**src/rtl/parity_arbiter_pkg.sv**
```systemverilog
// Shared types and constants for the round-robin parity arbiter.
package parity_arbiter_pkg;

  // Arbiter FSM encoding.
  typedef enum logic [1:0] {
    StIdle  = 2'd0,
    StShift = 2'd1,
    StDone  = 2'd2
  } state_e;

  // Requester ids as carried on res_id and held in last_grant.
  localparam logic REQ0 = 1'b0;
  localparam logic REQ1 = 1'b1;

endpackage

```
**src/rtl/odd_even2.sv**
```systemverilog
// Two-input parity cell: odd is high when exactly one input is high.
module odd_even2 (
  input  logic a,
  input  logic b,
  output logic odd
);

  // Single-step parity fold.
  assign odd = a ^ b;

endmodule

```
**src/rtl/parity_arbiter.sv**
```systemverilog
// Two-requester round-robin front end for one serial parity engine. The granted
// word is folded one bit per cycle through an odd_even2 cell, and the result is
// returned tagged with the requester id over a valid/ready channel.
module parity_arbiter
  import parity_arbiter_pkg::*;
#(
  parameter int unsigned WIDTH = 8,
  parameter int unsigned CNT_W = 3
) (
  input  logic             clk,
  input  logic             reset_n,
  input  logic             req0_valid,
  input  logic [WIDTH-1:0] req0_data,
  output logic             req0_ready,
  input  logic             req1_valid,
  input  logic [WIDTH-1:0] req1_data,
  output logic             req1_ready,
  output logic             res_valid,
  output logic             res_parity,
  output logic             res_id,
  input  logic             res_ready
);

  // Reject illegal parameterisations at elaboration.
  if (WIDTH < 2 || WIDTH > 32) begin : g_width_check
    $error("parity_arbiter: WIDTH must lie in 2..32");
  end
  if (CNT_W != $clog2(WIDTH)) begin : g_cnt_w_check
    $error("parity_arbiter: CNT_W must equal ceil(log2(WIDTH))");
  end

  // Count value on the edge that folds the last bit.
  localparam logic [CNT_W-1:0] LastCnt = CNT_W'(WIDTH - 1);

  state_e           state_q;
  logic [WIDTH-1:0] sr_q;
  logic             acc_q;
  logic [CNT_W-1:0] cnt_q;
  logic             res_id_q;
  logic             last_grant_q;
  logic             res_valid_q;

  logic             grant0;
  logic             grant1;
  logic             acc_step;

  // Round-robin grant decision; only meaningful while idle.
  always_comb begin
    grant0 = 1'b0;
    grant1 = 1'b0;
    if (state_q == StIdle) begin
      if (req0_valid && (!req1_valid || last_grant_q == REQ1)) begin
        grant0 = 1'b1;
      end else if (req1_valid) begin
        grant1 = 1'b1;
      end
    end
  end

  // Readies are forced low while reset is held so nothing is accepted then.
  assign req0_ready = grant0 & reset_n;
  assign req1_ready = grant1 & reset_n;

  // The only parity gate: folds the next LSB into the accumulator.
  odd_even2 u_step (
    .a   (acc_q),
    .b   (sr_q[0]),
    .odd (acc_step)
  );

  // Arbiter FSM with its datapath registers and registered result flag.
  always_ff @(posedge clk or negedge reset_n) begin
    if (!reset_n) begin
      state_q      <= StIdle;
      sr_q         <= '0;
      acc_q        <= 1'b0;
      cnt_q        <= '0;
      res_id_q     <= REQ0;
      last_grant_q <= REQ1;
      res_valid_q  <= 1'b0;
    end else begin
      unique case (state_q)
        StIdle: begin
          if (grant0 || grant1) begin
            sr_q     <= grant0 ? req0_data : req1_data;
            acc_q    <= 1'b0;
            cnt_q    <= '0;
            res_id_q <= grant0 ? REQ0 : REQ1;
            state_q  <= StShift;
          end
        end
        StShift: begin
          acc_q <= acc_step;
          sr_q  <= sr_q >> 1;
          if (cnt_q == LastCnt) begin
            // Hold the count on the final fold so it never wraps.
            state_q     <= StDone;
            res_valid_q <= 1'b1;
          end else begin
            cnt_q <= cnt_q + CNT_W'(1);
          end
        end
        StDone: begin
          if (res_ready) begin
            last_grant_q <= res_id_q;
            res_valid_q  <= 1'b0;
            state_q      <= StIdle;
          end
        end
        default: begin
          state_q     <= StIdle;
          res_valid_q <= 1'b0;
        end
      endcase
    end
  end

  // Result channel; parity is only exposed alongside a valid result.
  assign res_valid  = res_valid_q;
  assign res_parity = res_valid_q & acc_q;
  assign res_id     = res_id_q;

  // At most one requester is accepted per cycle.
  a_one_ready : assert property (@(posedge clk) disable iff (!reset_n)
    !(req0_ready && req1_ready));

  // A stalled result must hold steady until taken.
  a_res_hold : assert property (@(posedge clk) disable iff (!reset_n)
    (res_valid && !res_ready) |=> (res_valid && $stable(res_parity) && $stable(res_id)));

  // Nothing is accepted while a result is in flight or pending.
  a_no_grant_busy : assert property (@(posedge clk) disable iff (!reset_n)
    (state_q != StIdle) |-> !(req0_ready || req1_ready));

  // res_valid tracks the DONE state exactly.
  a_valid_done : assert property (@(posedge clk) disable iff (!reset_n)
    res_valid == (state_q == StDone));

endmodule

```
**config.mk**
```make
export PLATFORM = sky130hd
export DESIGN_NAME = parity_arbiter
export DESIGN_NICKNAME = d
export VERILOG_FILES = /design/src/rtl/parity_arbiter_pkg.sv /design/src/rtl/odd_even2.sv /design/src/rtl/parity_arbiter.sv
export SDC_FILE = /design/constraint.sdc
export NUM_CORES = 1
export LEC_CHECK = 0
export CAP_MARGIN = 15
export CORE_MARGIN = 2
export CORE_UTILIZATION = 25
export CTS_CLUSTER_DIAMETER = 40
export DETAILED_ROUTE_END_ITERATION = 6
export DONT_BUFFER_PORTS = 1
export SYNTH_ARGS = -nofsm -noshare
export SYNTH_HDL_FRONTEND = slang
export SYNTH_SLANG_ARGS = --single-unit
```
**constraint.sdc**
```tcl
create_clock -name clk -period 1.55 [get_ports clk]
set_clock_uncertainty 0.15 [all_clocks]
set_input_delay 0.31 -clock clk [delete_from_list [all_inputs] [get_ports clk]]
set_output_delay 0.31 -clock clk [all_outputs]
set_load 0.01 [all_outputs]
```
After elaboration in Yosys (flattened, before gate mapping):

Index checks and enable logic that the tools add are counted.

* register bits after elaboration: 17
* bits of input ports: 21
* output and inout bits: 5
* word-level logic and storage cells: 53

* $add $sub $neg: 1
* equal/unequal tests: 7
* multiplexer cells: 21
* bitwise gates (word level): 5
* reductions and logical operators: 12

Operator list (count)
* 8-bit two-way mux: 2
* 8-bit one-hot mux with 2 select lines: 1
* 1-bit two-way mux: 9
* 3-bit AND reduction: 3
* 2-bit two-way mux: 3
* 3-bit two-way mux: 2
* 2-bit inequality test, second input constant: 3
* 2-bit one-hot mux with 3 select lines: 1
* 3-bit one-hot mux with 2 select lines: 1
* 2-bit AND reduction: 3
* 3-bit by 1-bit adder with 3-bit output, second input constant: 1
* 1-bit bitwise AND: 3
* 3-bit == test, second input constant: 1
* 1-bit one-hot mux with 3 select lines: 1
* 2-bit by 1-bit == test with 1-bit output, second input constant: 1
* 2-bit == test, second input constant: 1
* 2-bit zero test: 1
* 1-bit logical OR: 2
* 2-bit by 1-bit inequality test with 1-bit output, second input constant: 1
* 1-bit one-hot mux with 2 select lines: 1
* 2-bit nonzero test: 1
* 1-bit logical AND: 1
* 1-bit zero test: 1
* 1-bit NOT: 1
* 1-bit XOR: 1

Logic depth before layout (Yosys ltp):

Gate-level depths: netlist of the first run.

* depth after elaboration: 8
* mapped depth: 5
* gate-level depth less buffers: 5

By module:

From an unflattened synthesis of the first run, not the netlist that was laid out.

* cells, all modules: 94
* area, all modules: 996.0 µm²

Modules (own cells, without submodules)
* parity_arbiter: times used 1, cells each 93, area each 987.2 µm², seq. area each 426.7 µm²
* odd_even2: times used 1, cells each 1, area each 8.8 µm², seq. area each 0.0 µm²

Least setup slack after synthesis of the first run:

Ideal clock, no wire load.

* kind: register to register
* start point: reg cnt_q[0]
* end point: reg cnt_q[0]
* setup time: 0.125 ns
* arrival time: 1.338 ns
* required time: 1.275 ns
* slack: -0.063 ns
* cell stages (with the launch flop): 6
* buffers on the path: 0
* period minus slack after synthesis: 1.613 ns
* path through: dfrtp_1 ha_1 ha_1 nor3b_4 a21oi_2 mux2_4

* cells in the longest elaborated chain, start to end: 3
* elaborated cells between the ends (all ways): 6
* those cells by class: add/sub: 1; eq/ne: 2; mux: 2; reduce/logical: 1

Ends and longest elaborated chain
* start, declared: line parity_arbiter.sv:38 `logic [CNT_W-1:0] cnt_q;`
* start signal, assigned: line parity_arbiter.sv:100 `cnt_q <= cnt_q + CNT_W'(1);`
* 3-bit by 1-bit adder with 3-bit output / 3-bit == test (equally long branches): line parity_arbiter.sv:100, parity_arbiter.sv:95
* 3-bit two-way mux / 2-bit inequality test (equally long branches)
* 3-bit one-hot mux with 2 select lines / 3-bit AND reduction (equally long branches)

Parallel ways exist; a longest one is shown, timed or not. The select of a mux whose other input is x is not followed.
A chain may end at the register's enable or synchronous reset.

Worst setup path after layout of the first run:

* start point: reg last_grant_q
* end point: out req0_ready

* cells in the longest elaborated chain, start to end: 5

Ends and longest elaborated chain
* start, declared: line parity_arbiter.sv:40 `logic last_grant_q;`
* start signal, assigned: line parity_arbiter.sv:105 `last_grant_q <= res_id_q;`
* 1-bit logical OR: line parity_arbiter.sv:52 `if (req0_valid && (!req1_valid || last_grant_q == REQ1)) begin`
* 1-bit logical AND: line parity_arbiter.sv:52
* 1-bit two-way mux: line parity_arbiter.sv:52
* 1-bit two-way mux: line parity_arbiter.sv:51 `if (state_q == StIdle) begin`
* 1-bit bitwise AND: line parity_arbiter.sv:61 `assign req0_ready = grant0 & reset_n;`
* end, declared: line parity_arbiter.sv:14 `output logic req0_ready,`

No other way between the ends.

==> results.py, run 1 <==
metrics = {
    "timing": {
        "hold_violations": 0,
        "fin_crit_sh": 1.089,
        "setup_tns_ps": -708.3,
        "slew_violations": 0,
        "worstMarginPinSlew_ps": 794.5,
        "fmax_mhz": 592.3,
        "relSlewSlack": 0.4686,
        "finalSetupViolations": 7,
        "min_period_ps": 1688,
        "rsz0062_at_grt": "yes",
        "layout_setup_ws_ps": -138.3,
    },
    "floorplanning": {
        "rows": 22,
        "coreArea_sq_um": 3744,
        "pin_count": 26,
        "fp.dieH_microns": 67.28,
        "initial_core_util": 0.2674,
        "chipWidth_microns": 67.28,
        "dieArea_sq_um": 4526,
    },
    "clock_tree": {
        "cts_sinks": 17,
        "clkTransAtPathRegs_ps": 70,
        "clockBufferDepth": 2,
        "numCtsBuffers": 3,
        "cts_root_buf": "clkbuf_8",
        "clk-insertion-delay-late_ps": 260,
        "cts.htree.levels": 1,
        "cts_tree": "yes",
    },
    "placement": {
        "place_congestion": 0.7641,
        "post-place-ws_ps": -11.53,
        "hpwl_microns": 1777,
        "port_buffers": 0,
    },
    "layout": {
        "nFillCells": 395,
        "multi_input_comb_area_sq_um": 615.6,
        "regArea_sq_um": 429.2,
        "antenna_cells": 0,
        "syn2layout_area_growth_pct": 38.38,
        "drive_above_1_share": 0.4500,
        "final_nets": 144,
    },
    "logic_synthesis": {
        "synth_top_flop_cell": "dfrtp_1",
        "yosysMostFrequentCell": "dfrtp_1",
        "synthTopCellsByCount": "dfrtp_1 (16), and3_1 (9), a21boi_0 (7), o21bai_1 (7), o311a_1 (7)",
        "synth_cells": 94,
        "synthDistinctLibCells": 33,
        "syn_area_sq_um": 1001,
        "synth_fp_nets": 117,
        "yosysTopAreaCell": "dfrtp_1",
        "synth_seq_area_share": 0.4262,
        "ys_ff_latch": 17,
        "synth_edf_count": 0,
        "syn_area_per_cell_sq_um": 10.65,
        "yosys_warnings": 0,
        "async_reset_ff_frac": 1.000,
        "yosysTopAreaCellShare": 0.4000,
        "yosys-top-cells-area": "dfrtp_1 (40%), o311a_1 (7.0%), and3_1 (5.6%)",
    },
    "worst_setup_path": {
        "cp_data_required_time_ps": 1090,
        "cp_max_fo": 3,
        "critPathCaptureType": "output port",
        "cp-start-kind": "register",
        "criticalPathCategory": "reg -> out",
        "crit_arrival_ps": 1230,
    },
    "global_routing": {
        "antenna_found_initial": 0,
        "grt_pass1_wl_microns": 4250,
        "grt_util_all_layers": 0.1262,
        "overflow": 0,
        "grt_max_degree": 20,
        "grt_pass1_vias": 872,
    },
    "drt": {
        "drt_iter0_markers": 22,
        "post-route-drc-count": 0,
        "ant_nets": 0,
        "wire_per_inst_microns": 15.78,
        "wl_microns": 2651,
        "drt_first_pass_iters": 4,
        "vias_per_cell": 4.976,
        "vias": 836,
    },
    "power_and_ir_drop": {
        "p_leak_nw": 0.6327,
        "peakVddDrop_uv": 807.3,
        "powerDensity_nw_per_um2": 1855,
    },
    "flow_run": {
        "maxCapViolations": 0,
    },
    "status": {
        "violations": "setup timing",
        "status": "complete, but fails checks",
    },
    "hold_path": {
        "hp-class": "in -> reg",
    },
}
## per-layer routing
layer / track usage / part of all wire / wire length, microns / vias to the layer above
met5: 0 / 0 / 0 / -
met4: 0.05357 / 0.024 / 63 / 0
met3: 0.03000 / 0.048 / 126 / 7
met2: 0.2067 / 0.48 / 1278 / 17
met1: 0.1584 / 0.45 / 1182 / 406
li1: - / - / - / 406
## path summary, 6_finish.rpt
kind,startpoint,end,slack (ps),depth (start not counted)
setup / recovery,last_grant_q$_DFFE_PN1P_,req0_ready,-140,3
hold / removal,res_ready,state_q[1]$_DFFE_PN0P_,20,1
setup reg to reg,last_grant_q$_DFFE_PN1P_,sr_q[3]$_DFFE_PN0P_,-110,6
hold reg to reg,sr_q[7]$_DFFE_PN0P_,sr_q[7]$_DFFE_PN0P_,380,2
max in group asynchronous,reset_n,state_q[0]$_DFFE_PN0P_,280,1
min in group asynchronous,reset_n,sr_q[6]$_DFFE_PN0P_,430,1
## timing repair
item                                   4_1_cts  5_1_grt
setup buffers                                7        5
pin swaps                                    6       10
cloned                                       0        1
setup endpoints to repair                    3       13
resized for setup                            7       13
endpoints found under the hold margin       17        0
hold buffers                                 1        0
## power by group
group / switching, W / total (W) / leakage, nW / internal [W]
sequential: 0.000167 / 0.000838 / 0.196 / 0.000671
combinational: 0.000529 / 0.00139 / 0.413 / 0.000864
clock: 0.000157 / 0.000339 / 0.0228 / 0.000183
total: 0.000853 / 0.00257 / 0.633 / 0.00172
## metrics by stage
step / area, sq um / total power (W) / cells / utilization / hold slack, ps
after CTS: 1275 / 0.002387 / 162 / 0.3406 / 19.05
after detailed placement: 1150 / 0.001927 / 150 / 0.3072 / -135.3
after floorplan: 1016 / 0.001587 / 94 / - / -135.6
after global routing: 1385 / 0.002773 / 168 / 0.3700 / 21.73
final: 1385 / 0.002570 / 168 / 0.3700 / 16.02
after global placement: 1150 / 0.001880 / 150 / 0.3072 / -135.2
## worst max-delay path, cell delays in order (launching register included)
cell and delay (ps):
dfstp_2 540, nand2b_4 120, and2_4 130, and3_4 180
## area by class of cell
cell class,instances,area share
flip-flops and latches,17,0.3098
well taps,48,0.04336
clock buffers,4,0.03252
multi-input cells,71,0.4444
repair buffers,25,0.1617
inverters,3,0.008130
## cells in the final DEF (no fill, tap or decap), types with 2 or more instances in the layout
cell type	n
buf_4	21
dfrtp_1	14
and3_4	7
o21bai_1	7
o311a_1	7
nand2b_1	5
nand2_1	4
a21boi_0	4
o21ai_0	4
inv_1	3
a21oi_1	3
clkbuf_8	3
a21boi_1	2
a22o_2	2
and3_1	2
or2b_1	2
nor2_1	2
ha_4	2
dfrtp_2	2
## state kept, by name, indices dropped and copies added, names as in the netlist
signal / count
sr_q: 8
cnt_q: 3
state_q: 2
acc_q: 1
last_grant_q: 1
res_id: 1
res_valid: 1
## cells by family after synthesis
family / after synthesis / share of synthesized area
compound gates: 33 / 0.2525
simple gates: 33 / 0.2275
flops: 17 / 0.4263
buf+inv: 6 / 0.03250
mux: 3 / 0.03625
fa+ha+maj: 2 / 0.02500
(Power assumes the default switching activity.)
==> inputs of run 2 (changes only) <==
ABC_CLOCK_PERIOD_IN_PS = 1550   (was default)
==> results of run 2 <==
No change in the layout: final DEF, timing and power equal those of run 1.
==> inputs of run 3 (changes only) <==
HOLD_SLACK_MARGIN = 0.02   (was default)
==> run 3 against run 2 <==
  * The flow still finishes with violations (setup timing)
  * Sequential power barely moved
  * Sequential share of layout area fell by 0.22 points
  * Cell count increased by 0.60%
  * Utilization increased by 0.27 points
  * Worst setup slack gained 0.62 ps
  * Register-to-register slack about the same
  * Global-route usage hardly changed
  * Combinational power about the same
  * Clock-buffer cell count is the same
  * Fmax about the same
  * Power about the same
  * Via count rose by 1.4%
==> results.py, run 3 (synthesis results as in run 1) <==
metrics = {
    "worst_setup_path": {
        "slowest_stage": "dfstp_2",
        "cp_data_required_time_ps": 1090,
        "cp-start-kind": "register",
        "criticalPathCategory": "reg -> out",
        "crit_path_start": "last_grant_q$_DFFE_PN1P_",
        "worstReg2RegStart": "last_grant_q$_DFFE_PN1P_",
        "cp.buffers_inverters": 0,
        "rrSetupSlack_ps": -110,
        "cp_max_fo": 3,
        "critPathCaptureType": "output port",
        "max_stage_delay_ps": 540,
        "cp_top_family": "flip-flops",
        "crit_arrival_ps": 1230,
        "worstPathCellList": "nand2b_4 -> and2_4 -> and3_4",
    },
    "layout": {
        "reg.largest.list": "sr_q: 8 flops, cnt_q: 3 flops, state_q: 2 flops",
        "drive_above_1_share": 0.4463,
        "layout_commonest_cell": "buf_4",
        "final_cell_mix": "buf_4 (21), dfrtp_1 (14), and3_4 (7), o21bai_1 (7), o311a_1 (7)",
        "largest_reg_flops": 8,
        "antenna_cells": 0,
        "final_area_sq_um": 1395,
        "final_nets": 145,
        "syn2layout_area_growth_pct": 39.38,
        "layout.cells.non_filler": 169,
        "top_register": "sr_q",
    },
    "global_routing": {
        "overflow": 0,
        "grt_pass1_vias": 874,
        "grt_pass1_wl_microns": 4250,
        "grt_util_all_layers": 0.1266,
        "grt_max_degree": 20,
        "antenna_found_initial": 0,
    },
    "timing": {
        "layout_setup_ws_ps": -137.7,
        "relSlewSlack": 0.4638,
        "rsz0062_at_grt": "yes",
        "finalSetupViolations": 7,
        "worstMarginPinSlew_ps": 801.6,
        "slew_violations": 0,
        "hold_violations": 0,
        "fin_crit_sh": 1.089,
        "fmax_mhz": 592.5,
        "min_period_ps": 1688,
        "setup_tns_ps": -690.3,
    },
    "floorplanning": {
        "rows": 22,
        "fp.dieH_microns": 67.28,
        "initial_core_util": 0.2674,
        "coreArea_sq_um": 3744,
        "dieArea_sq_um": 4526,
        "pin_count": 26,
        "chipWidth_microns": 67.28,
    },
    "clock_tree": {
        "clkTransAtPathRegs_ps": 70,
        "numCtsBuffers": 3,
        "cts_tree": "yes",
        "cts.htree.levels": 1,
        "cts_sinks": 17,
        "clockBufferDepth": 2,
        "clk-insertion-delay-late_ps": 260,
        "cts_root_buf": "clkbuf_8",
    },
    "power_and_ir_drop": {
        "p_leak_nw": 0.6369,
        "peakVddDrop_uv": 806.9,
        "powerDensity_nw_per_um2": 1843,
        "finalPower_w": 0.002571,
    },
    "drt": {
        "vias": 848,
        "vias_per_cell": 5.018,
        "drt_first_pass_iters": 4,
        "wire_per_inst_microns": 15.75,
        "ant_nets": 0,
        "drt_iter0_markers": 19,
        "wl_microns": 2662,
        "post-route-drc-count": 0,
    },
    "placement": {
        "dpl_cell_area_sq_um": 1150,
        "dp_cells": 150,
        "place_congestion": 0.7641,
        "hpwl_microns": 1777,
        "port_buffers": 0,
    },
    "status": {
        "violations": "setup timing",
        "status": "complete, but fails checks",
    },
    "flow_run": {
        "maxCapViolations": 0,
    },
    "hold_path": {
        "worstHoldStart": "req0_valid",
        "hp-class": "in -> reg",
    },
}
## run 3: cell count changes in the layout (fill, tap and decap cells not counted), sizes merged
cell / delta
dlygate4sd3: +1
## run 3: power breakdown
group          total [W]  leakage [nW]  switching [W]  internal [W]
logic            0.00139         0.418       0.000527      0.000864
registers       0.000839         0.196       0.000168      0.000671
clock network   0.000340        0.0228       0.000158      0.000183
total            0.00257         0.637       0.000853       0.00172
## run 3: per-stage QoR
stage | worst slack (ps) | utilization | hold WS [ps]
5_1_grt | -183.6 | 0.3727 | 115.5
2_1_floorplan | -2.471 | - | -135.6
4_1_cts | -135.0 | 0.3432 | 93.43
3_3_place_gp | 21.91 | 0.3072 | -135.2
3_5_place_dp | -11.53 | 0.3072 | -135.3
6_report | -137.7 | 0.3727 | 84.37
## run 3: per-layer routing
| layer | GRT usage | up-vias | wire length [microns] |
|---|---|---|---|
| met3 | 0.03000 | 5 | 124 |
| met2 | 0.2067 | 20 | 1281 |
| met1 | 0.1595 | 412 | 1212 |
| li1 | - | 411 | - |
| met5 | 0 | - | 0 |
| met4 | 0.05357 | 0 | 44 |
## run 3: final timing paths
kind | endpoint | cells after the start
min in group asynchronous | sr_q[7]$_DFFE_PN0P_ | 1
min reg2reg | sr_q[7]$_DFFE_PN0P_ | 2
max reg2reg | sr_q[3]$_DFFE_PN0P_ | 6
max in group asynchronous | state_q[0]$_DFFE_PN0P_ | 1
min | sr_q[7]$_DFFE_PN0P_ | 2
max | req0_ready | 3
## run 3: what timing repair did
item | 4_1_cts | 5_1_grt
gates cloned | 0 | 1
buffers inserted | 7 | 5
resized for setup | 7 | 13
endpoints found under the setup margin | 3 | 13
endpoints found under the hold margin | 18 | 0
hold buffers | 2 | 0
pin swaps | 6 | 10
## run 3: cell type report
class                           count  area, sq um
Clock buffer                        4        45.04
Inverter                            3        11.26
Timing Repair Buffer               26        234.0
Fill cell                         392         2349
Multi-Input combinational cell     71        615.6
Sequential cell                    17        429.2
Tap cell                           48        60.06
